==> config.mk <==
export PLATFORM = sky130hd
export DESIGN_NAME = uart_tx_fifo
export DESIGN_NICKNAME = d
export VERILOG_FILES = /design/src/rtl/uart_tx_fifo_pkg.sv /design/src/rtl/uart_tx_fifo.sv
export SDC_FILE = /design/constraint.sdc
export NUM_CORES = 1
export LEC_CHECK = 0
export CAP_MARGIN = 30
export CORE_MARGIN = 3
export CORE_UTILIZATION = 35
export CTS_CLUSTER_DIAMETER = 120
export DETAILED_ROUTE_END_ITERATION = 7
export SYNTH_ARGS = -nofsm -noshare
export SYNTH_HDL_FRONTEND = slang
export SYNTH_SLANG_ARGS = --single-unit
export TNS_END_PERCENT = 30
==> constraint.sdc <==
create_clock -name clk -period 4.22 [get_ports clk]
set_clock_uncertainty 0.15 [all_clocks]
set_input_delay 0.422 -clock clk [delete_from_list [all_inputs] [get_ports clk]]
set_output_delay 0.422 -clock clk [all_outputs]
set_load 0.005 [all_outputs]
==> src/rtl/uart_tx_fifo_pkg.sv <==
// Shared UART definitions: FSM encoding, oversampling ratio and frame defaults.
// Also intended for the uart_rx and baud generator siblings.
package uart_tx_fifo_pkg;

  typedef enum logic [1:0] {
    ST_IDLE  = 2'd0,
    ST_START = 2'd1,
    ST_DATA  = 2'd2,
    ST_STOP  = 2'd3
  } uart_state_e;

  localparam int OVERSAMPLE  = 16;
  localparam int DEF_NB_DATA = 8;
  localparam int DEF_SB_TICK = 16;

endpackage

==> src/rtl/uart_tx_fifo.sv <==
// 8N1 UART transmitter draining a first-word-fall-through TX FIFO.
// Bit timing comes from an external 16x baud tick; all outputs are registered.
module uart_tx_fifo
  import uart_tx_fifo_pkg::*;
#(
  parameter int NB_DATA     = DEF_NB_DATA,
  parameter int SB_TICK     = DEF_SB_TICK,
  parameter int NB_TICK_CNT = 5
) (
  input  logic               clk,
  input  logic               i_rst,
  input  logic               i_tick,
  input  logic               i_fifo_empty,
  input  logic [NB_DATA-1:0] i_fifo_rdata,
  output logic               o_fifo_rd,
  output logic               o_tx,
  output logic               o_tx_busy,
  output logic               o_tx_done
);

  localparam int BW = (NB_DATA > 1) ? $clog2(NB_DATA) : 1;
  localparam logic [BW-1:0]          LAST_BIT = BW'(NB_DATA - 1);
  localparam logic [NB_TICK_CNT-1:0] BIT_END  = NB_TICK_CNT'(OVERSAMPLE - 1);
  localparam logic [NB_TICK_CNT-1:0] STOP_END = NB_TICK_CNT'(SB_TICK - 1);

  uart_state_e          state, state_nxt;
  logic [NB_TICK_CNT-1:0] tick_cnt, tick_cnt_nxt;
  logic [BW-1:0]        bit_cnt, bit_cnt_nxt;
  logic [NB_DATA-1:0]   shreg, shreg_nxt;
  logic                 tx_nxt, rd_nxt, done_nxt, busy_nxt;
  logic                 bit_end, stop_end;

  assign bit_end  = (tick_cnt == BIT_END);
  assign stop_end = (tick_cnt == STOP_END);

  always_ff @(posedge clk or posedge i_rst) begin
    if (i_rst) state <= ST_IDLE;
    else       state <= state_nxt;
  end

  always_comb begin
    state_nxt = state;
    unique case (state)
      ST_IDLE:  if (!i_fifo_empty)                            state_nxt = ST_START;
      ST_START: if (i_tick && bit_end)                        state_nxt = ST_DATA;
      ST_DATA:  if (i_tick && bit_end && bit_cnt == LAST_BIT) state_nxt = ST_STOP;
      ST_STOP:  if (i_tick && stop_end)                       state_nxt = ST_IDLE;
      default:                                                state_nxt = ST_IDLE;
    endcase
  end

  // Counters only move on ticks and are always returned to zero explicitly.
  always_comb begin
    tick_cnt_nxt = tick_cnt;
    bit_cnt_nxt  = bit_cnt;
    shreg_nxt    = shreg;
    unique case (state)
      ST_IDLE: begin
        tick_cnt_nxt = '0;
        if (!i_fifo_empty) shreg_nxt = i_fifo_rdata;
      end
      ST_START: if (i_tick) begin
        if (bit_end) begin
          tick_cnt_nxt = '0;
          bit_cnt_nxt  = '0;
        end else tick_cnt_nxt = tick_cnt + 1'b1;
      end
      ST_DATA: if (i_tick) begin
        if (bit_end) begin
          tick_cnt_nxt = '0;
          bit_cnt_nxt  = bit_cnt + 1'b1;
          shreg_nxt    = shreg >> 1;
        end else tick_cnt_nxt = tick_cnt + 1'b1;
      end
      ST_STOP: if (i_tick) tick_cnt_nxt = stop_end ? '0 : tick_cnt + 1'b1;
      default: ;
    endcase
  end

  // Outputs are decoded from the upcoming state so the registered line
  // changes on the same edge as the FSM.
  always_comb begin
    tx_nxt = 1'b1;
    unique case (state_nxt)
      ST_START: tx_nxt = 1'b0;
      ST_DATA:  tx_nxt = shreg_nxt[0];
      default:  tx_nxt = 1'b1;
    endcase
    rd_nxt   = (state == ST_IDLE) && !i_fifo_empty;
    done_nxt = (state == ST_STOP) && i_tick && stop_end;
    busy_nxt = (state_nxt != ST_IDLE);
  end

  always_ff @(posedge clk or posedge i_rst) begin
    if (i_rst) begin
      tick_cnt  <= '0;
      bit_cnt   <= '0;
      shreg     <= '0;
      o_tx      <= 1'b1;
      o_fifo_rd <= 1'b0;
      o_tx_done <= 1'b0;
      o_tx_busy <= 1'b0;
    end else begin
      tick_cnt  <= tick_cnt_nxt;
      bit_cnt   <= bit_cnt_nxt;
      shreg     <= shreg_nxt;
      o_tx      <= tx_nxt;
      o_fifo_rd <= rd_nxt;
      o_tx_done <= done_nxt;
      o_tx_busy <= busy_nxt;
    end
  end

endmodule

==> out/results.txt <==
Run status: finished, final reports clean
Syn Nets: 115
Drt first pass iters: 4
Gp weighted congestion: 0.7508
Relative slew slack: 33.61%
Setup TNS: 0 ns
Core area: 0.002781 sq mm
Worst Path Buf+Inv: 0
Antenna violations before repair: 0
Critical Path End Type: register
Hpwl dp: 1360 microns
Drt drc: 0
CP Cell Sequence: nor3_1 > a21oi_1 > a221o_1 > a2bb2oi_1
Iteration-0 DRC Markers: 13
Design area: 0.001241 sq mm
Setup Fix Bufs, Post-CTS: 0
Clock Tree Buf Depth: 2
P_sw: 196.5 uW
# clock sinks: 22
Gr ovfl total: 0
Adder and majority gate portion of the synthesized area: 3.632%
Post-synthesis cell area: 0.001033 sq mm
Routed Antenna Nets: 0
FF-to-FF End: o_tx$_DFF_PP1_
Antenna diodes: 0
Ys Warns: 0
CP Launch Type: register
Final setup viols: 0
Critical Path AT: 2.55 ns
Worst R2R Start: state[1]$_DFF_PP0_
Vias/cell: 5.240
Clock power frac: 18.6%
Post-CTS Resized: 0
Post-synth cell types: 33
Sw Ratio: 32.32%
Worst setup margin: 1.755 ns
Vias in the first global route: 680
Cell family with most CP delay: simple AND/OR/NAND/NOR gates
Syn-to-layout area delta: 20.10%
Simple-gate share of the synthesized area: 20.10%
Full die area: 0.003641 sq mm
Max FO, Critical Path: 14
# rows: 19
Min-Delay Startpoint: shreg[3]$_DFFE_PP0P_
Measured slew at the worst slew-check pin: 0.9882 ns
Seq/Total Area, Yosys: 53.39%
First-pass GRT wire length: 3056 microns
Req. time, crit path: 4.30 ns
FF-to-FF path depth: 4
Initial Util: 37.16%
Root buffer cell: clkbuf_4
WHS Path Cells: 2
Setup Slack @ Placement: 1.480 ns
Num CTS Buffers: 3
Yosys reg bits: 22
Total global routing track utilization: 11.22%
Syn avg cell area: 10.33 sq um
Vias: 765
Post-synthesis mux area share: 0%
Leakage power: 0.5822 nW
Flop pwr share: 56.3%
Largest family of logic cells by synthesized area: simple AND/OR/NAND/NOR gates
VDD IR max: 0.3104 mV
Die height: 60.34 microns
Max incr delay on CP: 0.86 ns
Ports: 16
Post-Synth XOR/XNOR Area: 1.695%
Post-placement cell area: 0.001205 sq mm
Tcrit/Tclk final: 58.42%
Max Cap Viol: 0
Power Dens Cells: 489.8 mW/mm^2
Achievable clock frequency: 0.4056 GHz
Wire per inst: 13.07 microns
Die X: 60.34 microns
Post-layout net count: 131
Final Hold Viols: 0
# hold bufs at CTS: 0
H-tree depth: 1
Worst reg2reg setup slack: 1.75 ns
Post-synthesis cell count: 100
Logic pwr share: 25.1%
DRT Wirelength: 1908 microns
Clock Pin Slew Worst Setup and Hold Paths: 0.11 ns
Worst-Skew Late Latency: 0.30 ns
I/O Buffers: 15
Hold Path Class: reg2reg
Final Max Slew Viols: 0
Layout cell share with drive strength beyond 1: 5.217%
Clock period minus worst slack: 2.465 ns
Unrepaired setup endpoints after global routing: no
Complex-gate fraction of the synthesized area: 18.77%
Worst Path Class, Setup: reg2reg
Slowest cell on crit path: nor3_1
Internal power: 411.4 uW
Worst Hold Path EP: shreg[3]$_DFFE_PP0P_
TritonCTS clock tree: yes
Largest net degree at the start of global routing: 23
Fin Hold WS: 0.3500 ns
[worst min-delay path, stage by stage, from the launching register on]
cell     delay (ns)
dfrtp_1        0.36
nand2_1        0.05
nand2_1        0.06
[power by group through the flow]
stage,Sequential (mW),Clock [mW],Combinational (mW)
CTS,0.343,0.119,0.156
global route,0.354,0.124,0.174
detailed placement,0.347,0,0.154
finish,0.342,0.113,0.153
global placement,0.347,0,0.151
floorplan,0.320,0,0.126
[synth_stat cells]
library cell / n / area [sq um]
dfrtp_1: 21 / 525.5
nand2_1: 20 / 75.07
a22oi_1: 6 / 45.04
and2_1: 5 / 31.28
nor2_1: 5 / 18.77
a21oi_1: 4 / 20.02
a22o_1: 3 / 26.28
ha_1: 3 / 37.54
nand2b_1: 3 / 18.77
a31o_1: 2 / 17.52
buf_2: 2 / 10.01
clkbuf_1: 2 / 7.510
inv_1: 2 / 7.510
nand3_1: 2 / 10.01
o21ai_1: 2 / 10.01
a211o_1: 1 / 8.760
a21bo_1: 1 / 10.01
a221o_1: 1 / 10.01
a2bb2oi_1: 1 / 8.760
a311oi_1: 1 / 8.760
a41oi_1: 1 / 8.760
and3_1: 1 / 6.260
and3b_1: 1 / 8.760
and4b_1: 1 / 10.01
dfstp_2: 1 / 26.28
nand3b_1: 1 / 7.510
nor3_1: 1 / 5.000
nor3_2: 1 / 10.01
nor4_1: 1 / 6.260
o221a_1: 1 / 11.26
o31a_1: 1 / 8.760
xnor2_1: 1 / 8.760
xor2_1: 1 / 8.760
[layout by cell type, fill, tap and decap left out]
cell type	instances
nand3_1	2
ha_1	3
a2bb2oi_1	1
nand2_1	20
o31a_1	1
clkbuf_4	3
and3_1	1
inv_1	2
a21bo_1	1
a41oi_1	1
and2_1	5
a221o_1	1
nor3_1	1
and4b_1	1
dfstp_2	1
and3b_1	1
nand3b_1	1
nand2b_1	3
clkbuf_8	1
dfrtp_1	21
a211o_1	1
nor4_1	1
clkdlybuf4s50_1	15
a21oi_1	4
a22o_1	3
a22oi_1	6
a311oi_1	1
xor2_1	1
nor3_2	1
o221a_1	1
nor2_1	5
a31o_1	2
xnor2_1	1
o21ai_1	2
[sequential cells by signal, summed over array words and instances, names as in the netlist]
register / flops
bit_cnt: 3
o_tx_busy: 1
state: 2
tick_cnt: 5
o_fifo_rd: 1
o_tx_done: 1
o_tx: 1
shreg: 8
[layout make-up]
cell class / count / area, sq um
inverters: 2 / 7.507
flip-flops and latches: 22 / 551.8
clock buffers: 4 / 36.28
well taps: 31 / 38.79
multi-input cells: 72 / 456.7
fillers: 274 / 1540
repair buffers: 15 / 150.1
[routing by layer]
metal / track usage, % / wire length [microns] / vias to the layer above
met5: 0 / 0 / -
met4: 4.747 / 16 / 0
met3: 2.553 / 66 / 2
met2: 16.05 / 837 / 7
met1: 16.33 / 987 / 370
li1: - / - / 386
[per-stage QoR]
step | std cells | util [%] | power (mW)
after floorplan | 100 | - | 0.4463
after global routing | 146 | 44.62 | 0.6522
after global placement | 142 | 43.32 | 0.4975
after CTS | 146 | 44.62 | 0.6169
after detailed placement | 142 | 43.32 | 0.5006
final | 146 | 44.62 | 0.6079
[how the worst max path moves through the flow]
stage	end	slack, ns	start	cells after the start
2_1_floorplan	o_tx$_DFF_PP1_	2.42	tick_cnt[0]$_DFFE_PP0P_	6
3_3_place_gp	o_tx$_DFF_PP1_	1.57	i_fifo_empty	5
3_5_place_dp	o_tx$_DFF_PP1_	1.48	i_fifo_empty	5
4_1_cts	o_tx$_DFF_PP1_	1.75	state[1]$_DFF_PP0_	4
5_1_grt	o_tx$_DFF_PP1_	1.51	state[1]$_DFF_PP0_	4
6_report	o_tx$_DFF_PP1_	1.75	state[1]$_DFF_PP0_	4
[cells by family (layout without fill, tap and decap cells)]
group                    Yosys count  count (layout)
AND/OR/NAND/NOR                   42              42
XOR/XNOR                           2               2
flip-flops                        22              22
AO/OA/AOI/OAI                     25              25
buffers and inverters              6              21
adder cells (fa/ha/maj)            3               3
No activity file was read; power rests on OpenSTA's default activity.
